--- src/rtl/alu_ctrl_seq.sv ---
// Registered, handshaked ALU-control decoder: maps ALUOP plus a one-hot R-type func to a 3-bit
// ALU select, stretches selected func ops over several cycles, and counts illegal encodings.
module alu_ctrl_seq #(
   parameter int                FUNC_W    = 8,
   parameter logic [FUNC_W-1:0] MC_MASK   = '0,
   parameter int                MC_CYCLES = 4,
   parameter int                ERR_W     = 8
) (
   input  logic              clk,
   input  logic              rst_n,
   input  logic              in_valid,
   output logic              in_ready,
   input  logic [2:0]        alu_op,
   input  logic [FUNC_W-1:0] func,
   output logic              out_valid,
   input  logic              out_ready,
   output logic [2:0]        alu_sel,
   output logic              illegal,
   output logic              mc_busy,
   output logic [ERR_W-1:0]  err_count
);

   localparam int CNT_W = $clog2(MC_CYCLES + 1);

   typedef enum logic [1:0] {IDLE, EXEC, DONE} state_t;

   state_t           state, state_nx;
   logic [CNT_W-1:0] cnt;
   logic [2:0]       dec_sel;
   logic             dec_illegal;
   logic             dec_mc;
   logic             accept;

   // Anything outside the seven legal one-hot funcs (zero, multi-hot, high bits) falls to default.
   always_comb begin
      dec_sel     = 3'b000;
      dec_illegal = 1'b0;
      case (alu_op)
         3'b000: dec_sel = 3'b000;
         3'b001: dec_sel = 3'b001;
         3'b010: dec_sel = 3'b011;
         3'b011: dec_sel = 3'b100;
         3'b111: begin
            case (func)
               FUNC_W'(7'h01): dec_sel = 3'b101;
               FUNC_W'(7'h02): dec_sel = 3'b000;
               FUNC_W'(7'h04): dec_sel = 3'b010;
               FUNC_W'(7'h08): dec_sel = 3'b011;
               FUNC_W'(7'h10): dec_sel = 3'b100;
               FUNC_W'(7'h20): dec_sel = 3'b110;
               FUNC_W'(7'h40): dec_sel = 3'b111;
               default: begin
                  dec_sel     = 3'b111;
                  dec_illegal = 1'b1;
               end
            endcase
         end
         default: begin
            dec_sel     = 3'b000;
            dec_illegal = 1'b1;
         end
      endcase
   end

   assign dec_mc = (alu_op == 3'b111) && !dec_illegal && (|(func & MC_MASK));
   assign accept = in_valid && in_ready;

   always_comb begin
      state_nx  = state;
      in_ready  = 1'b0;
      out_valid = 1'b0;
      mc_busy   = 1'b0;
      case (state)
         IDLE: begin
            in_ready = 1'b1;
            if (in_valid) begin
               state_nx = dec_mc ? EXEC : DONE;
            end
         end
         EXEC: begin
            mc_busy = 1'b1;
            if (cnt == CNT_W'(1)) begin
               state_nx = DONE;
            end
         end
         DONE: begin
            out_valid = 1'b1;
            in_ready  = out_ready;
            if (out_ready) begin
               if (in_valid) begin
                  state_nx = dec_mc ? EXEC : DONE;
               end else begin
                  state_nx = IDLE;
               end
            end
         end
         default: state_nx = IDLE;
      endcase
   end

   always_ff @(posedge clk or negedge rst_n) begin
      if (!rst_n) begin
         state <= IDLE;
         cnt   <= '0;
      end else begin
         state <= state_nx;
         if (accept && dec_mc) begin
            cnt <= CNT_W'(MC_CYCLES - 1);
         end else if (state == EXEC) begin
            cnt <= cnt - CNT_W'(1);
         end
      end
   end

   // Result fields only move on accept so they stay stable while the consumer stalls.
   always_ff @(posedge clk or negedge rst_n) begin
      if (!rst_n) begin
         alu_sel   <= 3'b000;
         illegal   <= 1'b0;
         err_count <= '0;
      end else if (accept) begin
         alu_sel <= dec_sel;
         illegal <= dec_illegal;
         if (dec_illegal && (err_count != {ERR_W{1'b1}})) begin
            err_count <= err_count + ERR_W'(1);
         end
      end
   end

endmodule
--- config.mk ---
export PLATFORM = sky130hd
export DESIGN_NAME = alu_ctrl_seq
export DESIGN_NICKNAME = d
export VERILOG_FILES = /design/src/rtl/alu_ctrl_seq.sv
export SDC_FILE = /design/constraint.sdc
export NUM_CORES = 1
export LEC_CHECK = 0
export CORE_MARGIN = 5
export CORE_UTILIZATION = 30
export DETAILED_ROUTE_END_ITERATION = 7
export GPL_ROUTABILITY_DRIVEN = 0
export SLEW_MARGIN = 20
export SYNTH_ARGS = -nofsm -noshare
export SYNTH_HDL_FRONTEND = slang
export SYNTH_SLANG_ARGS = --single-unit
--- constraint.sdc ---
create_clock -name clk -period 2.2 [get_ports clk]
set_input_delay 0.22 -clock clk [delete_from_list [all_inputs] [get_ports clk]]
set_output_delay 0.22 -clock clk [all_outputs]
set_load 0.01 [all_outputs]
======== Yosys cells after proc, flatten, opt, wreduce, memory -nomap -nowiden ========
Index checks and enable logic that the tools add are counted.
operators by class
  add/sub/neg operators ................... 2
  eq/ne operators ......................... 18
  mux-type cells .......................... 12
  reductions and logical operators ........ 8
operators by type and width
  operator             number
  $pmux 3 s6           1
  $pmux 3 s4           1
  $add 8x1->8 const B  1
  $eq 8x1->1 const B   1
  $eq 8x2->1 const B   1
  $eq 8x3->1 const B   1
  $eq 8x4->1 const B   1
  $eq 8x5->1 const B   1
  $eq 8x6->1 const B   1
  $eq 8x7->1 const B   1
  $mux 2               4
  $ne 8x8->1 const B   1
  $reduce_or 7->1      1
  $eq 3x1->1 const B   2
  $eq 3x2->1 const B   2
  $ne 2x2->1 const B   3
  $pmux 2 s3           1
  $pmux 1 s2           2
  $reduce_or 4->1      1
  $eq 3x3->1 const B   1
  $logic_not 3->1      1
  $mux 1               3
  $reduce_and 3->1     1
  $sub 3x1->3 const B  1
  5 further kinds      6
storage, ports and cells
  register bits after elaboration ......... 17
  input bits .............................. 15
  output and inout bits ................... 15
  logic and storage cells ................. 45

======== Longest topological paths before layout ========
Gate-level depths: netlist of the first run.
  word-level depth ........................ 6
  depth in mapped cells ................... 7
  depth with buffers taken out ............ 6

======== Worst setup path before layout of the first run ========
No wires, ideal clock.
  kind .................................... input-to-reg
  from .................................... input port func[1]
  to ...................................... register err_count[7]
  data arrival time ....................... 1795 ps
  setup slack ............................. 277 ps
  stages on the path ...................... 7
  buffers on the path ..................... 2
  cell sequence ........................... buf_6 or4_1 or3_1 o32a_1 buf_6 nand4_2 mux2_1
on the way
  word-level cells in the longest chain between the ends .. 6
  elaborated cells on any way between the ends .. 12
  those cells by class .................... 7 x eq/ne; 2 x mux; 3 x reduce/logical
ends and longest elaborated chain
  what                                      line  RTL
  from (decl)                               14    input logic [FUNC_W-1:0] func,
  $eq 8x6->1, or another cell as far along  44    case (func)
  $reduce_or 7->1 (no line) (*)             --
  $mux 1 (*)                                44
  $pmux 1 s2 (*)                            38    case (alu_op)
  $logic_and 1x1->1 (*)                     124   if (dec_illegal && (err_count != {ERR_W{1'b1}})) begin
  $reduce_and 2->1 (no line) (*)            --
  to (signal assigned)                      125   err_count <= err_count + ERR_W'(1);
  to (decl)                                 20    output logic [ERR_W-1:0] err_count
Mark *: on every way between the ends. The rest lies on a longest branch, timed or not.
A chain may end at the register's enable or synchronous reset.

======== Final worst setup path of the first run ========
  from .................................... input port func[2]
  to ...................................... register err_count[7]
The elaborated chain is that of the path after synthesis.

==> metrics.log, run 1 <==
[metrics] number of buffers added by the clock tree synthesis step: 3
[metrics] wire length of the first global-routing pass: 3.43 mm
[metrics] Worst Hold Slack: 0.320 ns
[metrics] total grt overflow: 0
[metrics] final cell area excluding filler cells: 1190 µm²
[metrics] post-route minimum period: 2.04 ns
[metrics] starting density of the core: 32.1%
[metrics] Setup Fix Bufs, Post-CTS: 0
[metrics] Clock Root Buffer: sky130_fd_sc_hd__clkbuf_4
[metrics] launching instance or port of the critical path: func[2]
[metrics] final hold vios: 0
[metrics] leakage dissipation: 0.472 nW
[metrics] Crit Path Class: input port to flip-flop
[metrics] routed vias: 771
[metrics] highest-count cells in the layout ignoring fill and taps: 28 x sky130_fd_sc_hd__clkdlybuf4s50_1, 13 x sky130_fd_sc_hd__nand2_1, 13 x sky130_fd_sc_hd__dfrtp_1, 9 x sky130_fd_sc_hd__buf_4
[metrics] total of endpoints with negative setup slack in the final report: 0
[metrics] count of flip-flops with a built-in enable after synthesis: 0
[metrics] startpoint of the most critical register-to-register path: err_count[0]
[metrics] register area share after synthesis: 40.1%
[metrics] setup repair after global routing missed its margin: no
[metrics] detailed-route vias per instance: 4.97
[metrics] max-cap viol count: 0
[metrics] worst slew pin tran: 0.594 ns
[metrics] area of placed instances: 1170 µm²
[metrics] biggest cell delay along the critical path: 0.54 ns
[metrics] total wire length: 1.93 mm
[metrics] class of the tightest hold or removal check: input port to async pin
[metrics] power density normalized to cell area: 670 nW/µm²
[metrics] number of nets produced by synthesis: 103
[metrics] met2 WL: 978 µm
[metrics] detailed placement HPWL: 1.58 mm
[metrics] switching part of the total: 31.5%
[metrics] Skew-Pair Late Insertion Delay: 0.27 ns
[metrics] leading cell type in the layout, fill and taps excluded: sky130_fd_sc_hd__clkdlybuf4s50_1
[metrics] Clock transition at path regs: 0.08 ns
[metrics] average cell area after synthesis: 9.32 µm²
[metrics] total count of max-transition violations in the final report: 0
[metrics] Placed Cells: 151
[metrics] crit path capture type: flip-flop
[metrics] Top-Level Pins: 30
[metrics] Die H: 62.0 µm
[metrics] part of the power in combinational logic: 37.9%
[metrics] capture point of the critical path: err_count[7]
[metrics] die area: 3840 µm²
[metrics] Worst EP arrival: 2.19 ns
[metrics] drt initial violations: 25
[metrics] worst IR drop on VDD: 0.428 mV
[metrics] async set-reset flop share out of synthesis: 100%
[metrics] path depth of the worst reg2reg path: 6
[metrics] area grow syn2layout: 47.1%
[metrics] number of search-and-repair iterations in the first detailed-routing pass: 2
[metrics] type of origin of the critical path: input port
[metrics] number of remaining DRC errors: 0
[metrics] critical register-to-register path endpoint: err_count[1]
[metrics] result of the run: completed
[metrics] final cell count without fillers: 155
[metrics] total of buffers placed on input and output ports: 28
[metrics] Switching Power: 0.251 mW
[metrics] core region area: 2520 µm²
[metrics] Final period util: 92.6%
[metrics] fraction of layout instances using a drive strength above 1: 12.0%
[metrics] H-tree depth: 1
[metrics] tightest slew margin relative to the limit: 60.3%
[metrics] number of buffers added to fix hold violations after cts: 0
[metrics] Req. time, crit path: 2.36 ns
[metrics] clock tree from TritonCTS: built
[metrics] internal power summed over all cells: 0.548 mW
[metrics] post-cts repair resize count: 0
[metrics] Clock Skews: 0.00421 ns
[metrics] worst path cell trace: clkdlybuf4s50_1 -> or4_1 -> or3_1 -> o32a_1 -> nand4_2 -> mux2_1
[metrics] fin nets: 142
[metrics] sequential group share of total power: 43.8%
[metrics] all-layer global routing usage: 12.0%
[metrics] number of flip-flops and latches in the synthesized netlist: 13
[metrics] number of warnings issued by yosys: 0
[metrics] distinct cell type count of the synthesized netlist: 33
[metrics] highest-delay cell along the critical path: sky130_fd_sc_hd__or4_1
[metrics] dominant register cell in the synthesized netlist: sky130_fd_sc_hd__dfrtp_1
[metrics] worst-path fanout max: 5
[metrics] length of routed met3 wiring: 116 µm
[metrics] number of global-route vias before repair: 773
[metrics] n_diodes: 0
[metrics] combined area of all synthesized cells: 811 µm²
[metrics] pin count of the biggest net entering global routing: 14
[metrics] reg-to-reg slack, setup: 0.50 ns
[metrics] Max clock buf depth: 2
[metrics] drt wl/cell: 12.5 µm
[metrics] initial antenna violation count: 0
[metrics] number of fillers in the final layout: 271
[metrics] highest attainable clock frequency: 491 MHz
[metrics] number of clock sinks: 13
[metrics] Site Rows: 18
[metrics] number of standard cells after synthesis: 87
[metrics] width of the chip: 62.0 µm
[metrics] Clock Power Share: 18.3%
[metrics] Metal-1 WL: 829 µm
[metrics] number of nets with antenna violations after detailed routing: 0
[metrics] uppermost metal layer occupied by signal nets: met4
## power groups by stage
stage / clock (mW) / combinational [mW] / sequential [mW]
2_1_floorplan: 0 / 0.104 / 0.372
3_3_place_gp: 0 / 0.300 / 0.353
3_5_place_dp: 0 / 0.305 / 0.355
4_1_cts: 0.155 / 0.309 / 0.351
5_1_grt: 0.167 / 0.338 / 0.359
6_report: 0.146 / 0.303 / 0.350
## worst min-delay path by stage
stage / start / endpoint / slack, ns
floorplan: rst_n / alu_sel[0] / -0.08
finish: rst_n / illegal / 0.32
detailed placement: alu_sel[0] / alu_sel[0] / 0.47
CTS: rst_n / err_count[4] / 0.34
global route: rst_n / err_count[6] / 0.36
global placement: alu_sel[0] / alu_sel[0] / 0.46
## logic make-up (layout without fill, tap and decap cells)
| logic type | Yosys count | in the layout | share of synthesized area (%) |
|---|---|---|---|
| mux | 3 | 3 | 4.01 |
| compound gates | 17 | 17 | 14.4 |
| fa+ha+maj | 1 | 1 | 1.54 |
| simple gates | 38 | 38 | 24.5 |
| other cells | 1 | 1 | 0.463 |
| xor+xnor | 10 | 10 | 10.8 |
| buf+inv | 4 | 42 | 4.17 |
| flops | 13 | 13 | 40.1 |
## state kept, by name, indices dropped and copies added, names as in the netlist
signal and count:
alu_sel 3, state 1, err_count 8, illegal 1
## per-layer routing
| metal | GRT usage (%) | vias up |
|---|---|---|
| met4 | 4.55 | 0 |
| met5 | 0 | - |
| met2 | 20.7 | 23 |
| li1 | - | 388 |
| met3 | 2.27 | 2 |
| met1 | 14.7 | 358 |
## critical path, delay by kind of cell
family | cells | cell delay (ns)
simple gates | 3 | 0.99
buf+inv | 1 | 0.41
mux | 1 | 0.32
compound gates | 1 | 0.25
## synth_stat cells, types with 2 or more instances
cell	count	area (µm²)
sky130_fd_sc_hd__nor4b_1	2	17.5
sky130_fd_sc_hd__o31ai_1	2	15.0
sky130_fd_sc_hd__nor2_1	5	18.8
sky130_fd_sc_hd__o21ai_0	7	35.0
sky130_fd_sc_hd__nand2_1	13	48.8
sky130_fd_sc_hd__nand3_1	5	25.0
sky130_fd_sc_hd__nand2b_1	3	18.8
sky130_fd_sc_hd__dfrtp_1	13	325
sky130_fd_sc_hd__xnor2_1	7	61.3
sky130_fd_sc_hd__mux2_1	2	22.5
sky130_fd_sc_hd__nor4_1	2	12.5
sky130_fd_sc_hd__buf_6	2	22.5
sky130_fd_sc_hd__o32a_1	2	20.0
sky130_fd_sc_hd__xor2_1	3	26.3
## layout make-up
type                            instances  area (µm²)  share of cell area, %
Clock buffer                            4        26.3                   2.20
Inverter                                1        3.75                  0.315
Timing Repair Buffer                   37         348                   29.2
Multi-Input combinational cell         70         452                   37.9
Tap cell                               30        37.5                   3.15
Sequential cell                        13         325                   27.3
## through the flow
stage,setup WS [ns],power [mW],TNS [ns],utilization [%]
6_report,0.162,0.799,0,47.3
5_1_grt,0.103,0.864,0,47.3
4_1_cts,0.162,0.816,0,47.3
3_5_place_dp,-0.123,0.660,-0.309,46.2
3_3_place_gp,-0.0903,0.653,-0.173,46.2
2_1_floorplan,0.277,0.476,0,-
(Power assumes the default switching activity.)
==> inputs of run 2 (changes only) <==
- CORE_UTILIZATION: 30 -> 43
- PLACE_DENSITY: default -> 0.78
==> metrics.log, run 2 (synthesis results as in run 1) <==
[metrics] result of the run: completed
[metrics] number of flip-flops in the largest register: 8
[metrics] final design utilization: 66.0%
[metrics] Site Rows: 15
[metrics] total of endpoints with negative setup slack in the final report: 0
[metrics] pin count of the biggest net entering global routing: 14
[metrics] total wire length: 1.81 mm
[metrics] Clock Power Share: 17.9%
[metrics] crit path capture type: flip-flop
[metrics] sequential group share of total power: 44.0%
[metrics] initial antenna violation count: 0
[metrics] all-layer global routing usage: 14.6%
[metrics] final setup margin: 0.231 ns
[metrics] drt initial violations: 14
[metrics] area of placed instances: 1140 µm²
[metrics] worst slew pin tran: 0.563 ns
[metrics] register with the most flip-flops: err_count
[metrics] Clock Skews: 0.00385 ns
[metrics] Die H: 53.4 µm
[metrics] part of the power in combinational logic: 38.1%
[metrics] Final period util: 89.5%
[metrics] drt wl/cell: 12.3 µm
[metrics] setup repair after global routing missed its margin: no
[metrics] Skew-Pair Late Insertion Delay: 0.27 ns
[metrics] area grow syn2layout: 43.5%
[metrics] post-placement setup slack: -0.0690 ns
[metrics] final cell area excluding filler cells: 1160 µm²
[metrics] Clock Root Buffer: sky130_fd_sc_hd__clkbuf_4
[metrics] class of the tightest hold or removal check: input port to async pin
[metrics] max-cap viol count: 0
[metrics] number of search-and-repair iterations in the first detailed-routing pass: 4
[metrics] core region area: 1760 µm²
[metrics] Req. time, crit path: 2.36 ns
[metrics] type of origin of the critical path: input port
[metrics] die area: 2850 µm²
[metrics] H-tree depth: 1
[metrics] number of remaining DRC errors: 0
[metrics] fin nets: 139
[metrics] Total Power Consumption: 0.800 mW
[metrics] number of global-route vias before repair: 694
[metrics] post-cts repair resize count: 0
[metrics] clock tree from TritonCTS: built
[metrics] detailed-route vias per instance: 5.14
[metrics] tightest slew margin relative to the limit: 62.4%
[metrics] wire length of the first global-routing pass: 3.03 mm
[metrics] leakage dissipation: 0.458 nW
[metrics] fraction of layout instances using a drive strength above 1: 9.84%
[metrics] n_diodes: 0
[metrics] Placed Cells: 143
[metrics] highest attainable clock frequency: 508 MHz
[metrics] number of nets with antenna violations after detailed routing: 0
[metrics] Top-Level Pins: 30
[metrics] Setup Fix Bufs, Post-CTS: 0
[metrics] total grt overflow: 0
[metrics] leading cell type in the layout, fill and taps excluded: sky130_fd_sc_hd__clkdlybuf4s50_1
[metrics] total of buffers placed on input and output ports: 28
[metrics] internal power summed over all cells: 0.547 mW
[metrics] worst IR drop on VDD: 0.605 mV
[metrics] power density normalized to cell area: 687 nW/µm²
[metrics] final cell count without fillers: 147
[metrics] total count of max-transition violations in the final report: 0
[metrics] width of the chip: 53.4 µm
[metrics] number of clock sinks: 13
[metrics] Max clock buf depth: 2
[metrics] Crit Path Class: input port to flip-flop
[metrics] Switching Power: 0.253 mW
[metrics] number of buffers added to fix hold violations after cts: 0
[metrics] switching part of the total: 31.6%
[metrics] Clock transition at path regs: 0.07 ns
[metrics] routed vias: 755
[metrics] number of buffers added by the clock tree synthesis step: 3
[metrics] detailed placement HPWL: 1.47 mm
[metrics] starting density of the core: 46.0%
[metrics] post-route minimum period: 1.97 ns
[metrics] final hold vios: 0
[metrics] worst-path fanout max: 3
[metrics] Worst EP arrival: 2.13 ns
[metrics] highest-count cells in the layout ignoring fill and taps: 28 x sky130_fd_sc_hd__clkdlybuf4s50_1, 13 x sky130_fd_sc_hd__nand2_1, 13 x sky130_fd_sc_hd__dfrtp_1, 7 x sky130_fd_sc_hd__xnor2_1, 7 x sky130_fd_sc_hd__o21ai_0
[metrics] largest registers in the final layout: err_count x8, alu_sel x3
run 2: changes by cell type in the layout (fill, tap and decap cells not counted), sizes merged:
cell  delta
buf      -3
run 2: final timing paths:
kind                               from      endpoint  slack (ns)  cells after the start
setup / recovery                func[2]  err_count[1]        0.23                      6
max in group asynchronous         rst_n      state[1]        1.53                      1
min in group clk             alu_sel[1]    alu_sel[1]        0.48                      2
hold / removal                    rst_n  err_count[3]        0.30                      1
setup reg to reg           err_count[0]  err_count[1]        0.45                      6
hold reg to reg              alu_sel[1]    alu_sel[1]        0.48                      2
run 2: critical path, cell delays in order:
cell and delay (ns):
sky130_fd_sc_hd__clkdlybuf4s50_1 0.41, sky130_fd_sc_hd__or4_1 0.54, sky130_fd_sc_hd__or3_1 0.33, sky130_fd_sc_hd__o32a_1 0.21, sky130_fd_sc_hd__nand2_2 0.09, sky130_fd_sc_hd__mux2_1 0.32
run 2: cell type report:
type / count / area (µm²)
inverters: 1 / 3.75
well taps: 25 / 31.3
fillers: 149 / 601
clock buffers: 4 / 26.3
flip-flops and latches: 13 / 325
repair buffers: 34 / 325
multi-input cells: 70 / 452
run 2: power by group through the flow:
stage                     registers [mW]  logic (mW)  clock network (mW)
after global routing               0.361       0.337               0.165
final                              0.352       0.305               0.143
after global placement             0.351       0.297                   0
after CTS                          0.352       0.310               0.149
after floorplan                    0.372       0.104                   0
after detailed placement           0.356       0.303                   0
run 2: per-layer routing:
metal / vias up / part of all wire (%) / wire (µm) / track usage [%]
met4: 0 / 0 / 0 / 2.55
met3: 0 / 7.2 / 131 / 5.07
li1: 384 / - / - / -
met5: - / 0 / 0 / 0
met2: 19 / 49 / 895 / 24.1
met1: 352 / 43 / 788 / 18.3
run 2: through the flow:
stage	TNS, ns	hold WS, ns
2_1_floorplan	0	-0.0756
3_3_place_gp	-0.0471	0.465
3_5_place_dp	-0.138	0.470
4_1_cts	0	0.317
5_1_grt	0	0.365
6_report	0	0.303
==> inputs of run 3 (changes only) <==
- ABC_CLOCK_PERIOD_IN_PS: default -> 2200
==> results of run 3 <==
Same layout as run 2: the final DEF is identical, and so are final timing and power.
